File: config.mk
export PLATFORM = sky130hd
export DESIGN_NAME = br_ctrl
export DESIGN_NICKNAME = d
export VERILOG_FILES = /design/src/rtl/br_ctrl.sv
export SDC_FILE = /design/constraint.sdc
export NUM_CORES = 1
export LEC_CHECK = 0
export BUFFER_PORTS_ARGS = -buffer_cell sky130_fd_sc_hd__buf_2
export CORE_MARGIN = 3
export CORE_UTILIZATION = 56
export CTS_BUF_LIST = sky130_fd_sc_hd__clkbuf_2
export CTS_CLUSTER_SIZE = 12
export DETAILED_ROUTE_END_ITERATION = 10
export PLACE_DENSITY = 0.79
export SLEW_MARGIN = 20
export SYNTH_ARGS = -nofsm -noshare
export SYNTH_HDL_FRONTEND = slang
export SYNTH_SLANG_ARGS = --single-unit
File: constraint.sdc
create_clock -name clk_i -period 7.32 [get_ports clk_i]
set_input_delay 0.366 -clock clk_i [delete_from_list [all_inputs] [get_ports clk_i]]
set_output_delay 0.366 -clock clk_i [all_outputs]
set_load 0.02 [all_outputs]
File: src/rtl/br_ctrl.sv
// br_ctrl: branch resolution controller with a 2-bit-counter BHT.
//
// Purpose
//   Drives brcomp's br_unsign from funct3 and decodes br_less/br_equal into a
//   taken/not-taken outcome. Compares that outcome against the IF-stage
//   prediction and, on a mispredict, issues a registered one-cycle flush and a
//   redirect PC. Owns a BHT of 2-bit counters that predicts in IF and trains in EX.
//
// Ports
//   clk_i, rst_i       clock and synchronous active-high reset
//   if_pc_i            fetch PC used for the BHT lookup
//   if_pred_taken_o    prediction for if_pc_i (combinational)
//   ex_valid_i         EX holds a conditional branch
//   ex_funct3_i        branch funct3
//   ex_pc_i            PC of the EX branch
//   ex_target_i        computed branch target
//   ex_pred_taken_i    prediction carried down with the branch
//   br_unsign_o        brcomp unsigned-compare select
//   br_less_i          brcomp less-than result
//   br_equal_i         brcomp equal result
//   flush_o            one-cycle pulse: kill IF/ID, redirect fetch
//   redirect_pc_o      fetch target while flush_o=1, otherwise 0
//   br_illegal_o       one-cycle pulse: reserved funct3 seen
//
// Optional feature: define BR_CTRL_STATS_EN to add stat_br_o (resolved
// branches) and stat_miss_o (mispredicts) counters.

module br_ctrl #(
    parameter int         BHT_ENTRIES = 64,
    parameter logic [1:0] RST_CNT     = 2'b01
) (
    input  logic        clk_i,
    input  logic        rst_i,
    input  logic [31:0] if_pc_i,
    output logic        if_pred_taken_o,
    input  logic        ex_valid_i,
    input  logic [2:0]  ex_funct3_i,
    input  logic [31:0] ex_pc_i,
    input  logic [31:0] ex_target_i,
    input  logic        ex_pred_taken_i,
    output logic        br_unsign_o,
    input  logic        br_less_i,
    input  logic        br_equal_i,
    output logic        flush_o,
    output logic [31:0] redirect_pc_o,
    output logic        br_illegal_o
`ifdef BR_CTRL_STATS_EN
    ,
    output logic [31:0] stat_br_o,
    output logic [31:0] stat_miss_o
`endif
);

    localparam int IW = $clog2(BHT_ENTRIES);

    logic [1:0]    cnt [BHT_ENTRIES];
    logic [IW-1:0] if_idx;
    logic [IW-1:0] ex_idx;

    logic taken;
    logic is_br;
    logic active;
    logic resolve;
    logic illegal;
    logic miss;

    // Only the index bits of if_pc_i select a counter; the rest alias.
    logic unused_pc_bits;
    assign unused_pc_bits = ^{if_pc_i[31:IW+2], if_pc_i[1:0]};

    assign if_idx          = if_pc_i[IW+1:2];
    assign ex_idx          = ex_pc_i[IW+1:2];
    assign if_pred_taken_o = cnt[if_idx][1];
    assign br_unsign_o     = ex_funct3_i[1];

    always_comb begin
        taken = 1'b0;
        is_br = 1'b1;
        unique case (ex_funct3_i)
            3'b000:         taken = br_equal_i;
            3'b001:         taken = ~br_equal_i;
            3'b100, 3'b110: taken = br_less_i;
            3'b101, 3'b111: taken = ~br_less_i;
            default:        is_br = 1'b0;
        endcase
        // The instruction in EX during a flush cycle is on the wrong path.
        active  = ex_valid_i & ~flush_o;
        resolve = active & is_br;
        illegal = active & ~is_br;
        miss    = resolve & (taken ^ ex_pred_taken_i);
    end

    always_ff @(posedge clk_i) begin
        if (rst_i) begin
            flush_o       <= 1'b0;
            redirect_pc_o <= 32'd0;
            br_illegal_o  <= 1'b0;
            for (int i = 0; i < BHT_ENTRIES; i++) begin
                cnt[i] <= RST_CNT;
            end
        end else begin
            flush_o       <= miss;
            br_illegal_o  <= illegal;
            if (miss) begin
                redirect_pc_o <= taken ? ex_target_i : ex_pc_i + 32'd4;
            end else begin
                redirect_pc_o <= 32'd0;
            end
            if (resolve) begin
                if (taken && cnt[ex_idx] != 2'b11) begin
                    cnt[ex_idx] <= cnt[ex_idx] + 2'b01;
                end else if (!taken && cnt[ex_idx] != 2'b00) begin
                    cnt[ex_idx] <= cnt[ex_idx] - 2'b01;
                end
            end
        end
    end

`ifdef BR_CTRL_STATS_EN
    always_ff @(posedge clk_i) begin
        if (rst_i) begin
            stat_br_o   <= 32'd0;
            stat_miss_o <= 32'd0;
        end else begin
            if (resolve) begin
                stat_br_o <= stat_br_o + 32'd1;
            end
            if (miss) begin
                stat_miss_o <= stat_miss_o + 32'd1;
            end
        end
    end
`endif

endmodule

==> flow_summary.toml <==
[run_status]
outcome = "finished clean"

[detailed_routing]
drt_iter0_drc = 1341
vias = 8692
wl_met3_mm = 3.80
route.detailed.drc = 0
vias_per_cell = 6.82
met1_length_mm = 10.2
postRouteAntennaNets = 0
met2_length_mm = 14.9
wl_mm = 30.4
post_drt_wl_per_cell_um = 23.9
top_layer_used = "met4"
drt_first_pass_iters = 7

[die]
io_pins = 141
chipHeight_um = 136
dieArea_mm2 = 0.0185
start_util = 0.583
die_x_um = 136
rows = 46
core-area_mm2 = 0.0162

[yosys]
synth_top_cell_by_area = "edfxtp_1"
synth_cells = 926
yosysWarningCount = 0
yosys_register_bits = 162
synth_cell_types = 69
async_reset_ff_frac = 0
synth.top_cells.by_count = "edfxtp_1, nand2_1, nor2_1, nor3_1, o31ai_1"
yosysMostFrequentCell = "edfxtp_1"
ys_top_cells_by_area = "edfxtp_1, dfxtp_1, mux4_2, nand2_1, o31ai_1"
syn_area_per_cell_um2 = 10.2
synth_edf_count = 128
ys_seq_area_frac = 0.478
synth_ff_type = "edfxtp_1"
yosys.area.top_type_share = 0.406
syn_area_mm2 = 0.00946
synth_nets = 1032

[sta]
min_period_ns = 4.02
rsz0062_at_grt = "no"
timing.setup.tns_ns = 0
finalCritPeriodShare = 0.550
tightest_slew_ns = 1.11
fmaxAchievable_ghz = 0.249
hold_violations = 0
setup_viol_count_final = 0
fin_ws_ns = 3.30
slew-limit-headroom = 0.257
fin_skew_ns = 0.0436
drv_slew = 0

[global_route]
grt.overflow.total = 0
antenna_found_initial = 2
grt_pass1_vias = 8312
grt_pass1_wl_mm = 45.5
grtUsageTotal = 0.323
grt_max_degree = 67

[power_and_ir_drop]
netSwitchingFraction = 0.322
power_frac_clock = 0.257
pwr-share-seq = 0.536
peakVddDrop_mv = 0.0814
leakage_nw = 3.59
p_per_area_mw_per_mm2 = 177
p_int_mw = 1.29
p_sw_uw = 616
p_comb_frac = 0.207

[clock_network]
clk_pin_slew_worst_paths_ns = 0.26
cts_buffers = 17
insertion_delay_ns = 0.78
cts_buffer_depth = 2
postCtsHoldBufs = 61
post_cts_resize_count = 0
cts_max_level = 4
cts_setup_buffers = 0
cts.sinks = 162
root_buffer = "clkbuf_2"
tritoncts = "done"

[worst_setup_path]
endpoint = "cnt[53][1]"
startpoint = "ex_pc_i[3]"
crit_fanout = 64
worstPathCellList = "buf_2, nor2b_1, buf_4, a22o_1, a2111oi_0, o22ai_1, nor4_1, and3_4, o31ai_1"
reg2reg_depth = 7
r2r-start = "cnt[48][1]"
worst_ep_required_time_ns = 7.80
critPathKind = "input port to flop"
regToRegSetupSlack_ns = 3.49
crit_path_start_kind = "input port"
max_stage_delay_ns = 0.94
rr_endpoint = "cnt[53][1]"
cp_slowest_cell = "and3_4"
crit_path_end_kind = "flop"
arrival_ns = 4.50

[cells_and_area]
multiInputGateArea_mm2 = 0.00443
drive_above_1_share = 0.202
final_area_mm2 = 0.0108
seq_area_mm2 = 0.00452
fin_cells = 1274
finalNetCount = 1148
fillers = 1230
syn2layout_area_growth_pct = 14.0
final_core_util = 0.664

[run]
cap_violations = 0

[placed_design]
post-place-ws_ns = 2.67
place.gp.congestion = 0.935
post-dp-hpwl_mm = 18.2
dpl_cell_area_mm2 = 0.00994
io_buffers = 114
place_inst = 1178

[worst_hold_path]
hold_class = "input port to flop"
==> power groups by stage <==
| stage | Sequential, mW | Clock, mW | Combinational, mW |
|---|---|---|---|
| 6_report | 1.02 | 0.492 | 0.395 |
| 5_1_grt | 1.03 | 0.530 | 0.411 |
| 4_1_cts | 1.02 | 0.489 | 0.377 |
| 3_5_place_dp | 1.04 | 0 | 0.352 |
| 3_3_place_gp | 1.04 | 0 | 0.350 |
| 2_1_floorplan | 1.05 | 0 | 0.240 |
==> worst max-delay path, delay by kind of cell <==
| kind | cells | cell delay, ns |
|---|---|---|
| simple gates | 3 | 1.92 |
| buf+inv | 2 | 0.85 |
| compound gates | 4 | 1.30 |
==> flip-flops by register name (all words and copies together) (netlist names) <==
signal / count
flush_o: 1
cnt: 128
br_illegal_o: 1
redirect_pc_o: 32
==> metal layers <==
layer	global-route usage	vias to the layer above
met5	0	-
met4	0.157	0
met3	0.0936	152
met2	0.519	701
met1	0.402	4093
li1	-	3746
==> worst min path at each step <==
stage                        to  cells after the start  slack (ns)      startpoint
3_5_place_dp   redirect_pc_o[3]                      3        0.61  ex_target_i[3]
2_1_floorplan  redirect_pc_o[0]                      2        0.51      ex_pc_i[0]
5_1_grt        redirect_pc_o[7]                      3        0.08      ex_pc_i[7]
3_3_place_gp   redirect_pc_o[1]                      3        0.60      ex_pc_i[1]
6_report       redirect_pc_o[7]                      3        0.13      ex_pc_i[7]
4_1_cts        redirect_pc_o[7]                      3        0.06      ex_pc_i[7]
==> layout make-up <==
cell class | instances | share of cell area
antenna | 3 | 0.000696
clock buffer | 18 | 0.00836
clock inverter | 14 | 0.0124
inverter | 7 | 0.00244
multi-input combinational | 663 | 0.411
sequential | 162 | 0.420
tap | 216 | 0.0251
timing repair buffer | 191 | 0.121
==> kinds of logic after synthesis <==
family / Yosys count / synth area share
muxes: 43 / 0.0774
DFF: 162 / 0.478
AOI/OAI and AO/OA: 172 / 0.139
xor gates and xnor gates: 30 / 0.0278
and+or+nand+nor: 417 / 0.217
adders and majority gates: 1 / 0.00132
buffers and inverters: 101 / 0.0586
==> cell usage in the layout (no fill, tap or decap), types with 29 or more instances in the layout <==
cell / Yosys / routed
a211oi_1: 29 / 29
buf_2: 28 / 114
dfxtp_1: 34 / 34
dlygate4sd3_1: 0 / 61
edfxtp_1: 128 / 128
nand2_1: 123 / 122
nand3_1: 48 / 48
nor2_1: 90 / 90
nor3_1: 58 / 57
o31ai_1: 57 / 56
==> per-stage QoR <==
step	hold slack [ns]	total power, mW
floorplan	0.510	1.29
detailed placement	0.613	1.39
global route	0.0798	1.97
finish	0.131	1.91
CTS	0.0580	1.89
global placement	0.603	1.39
Note: power is estimated with default switching activity, not from simulation.
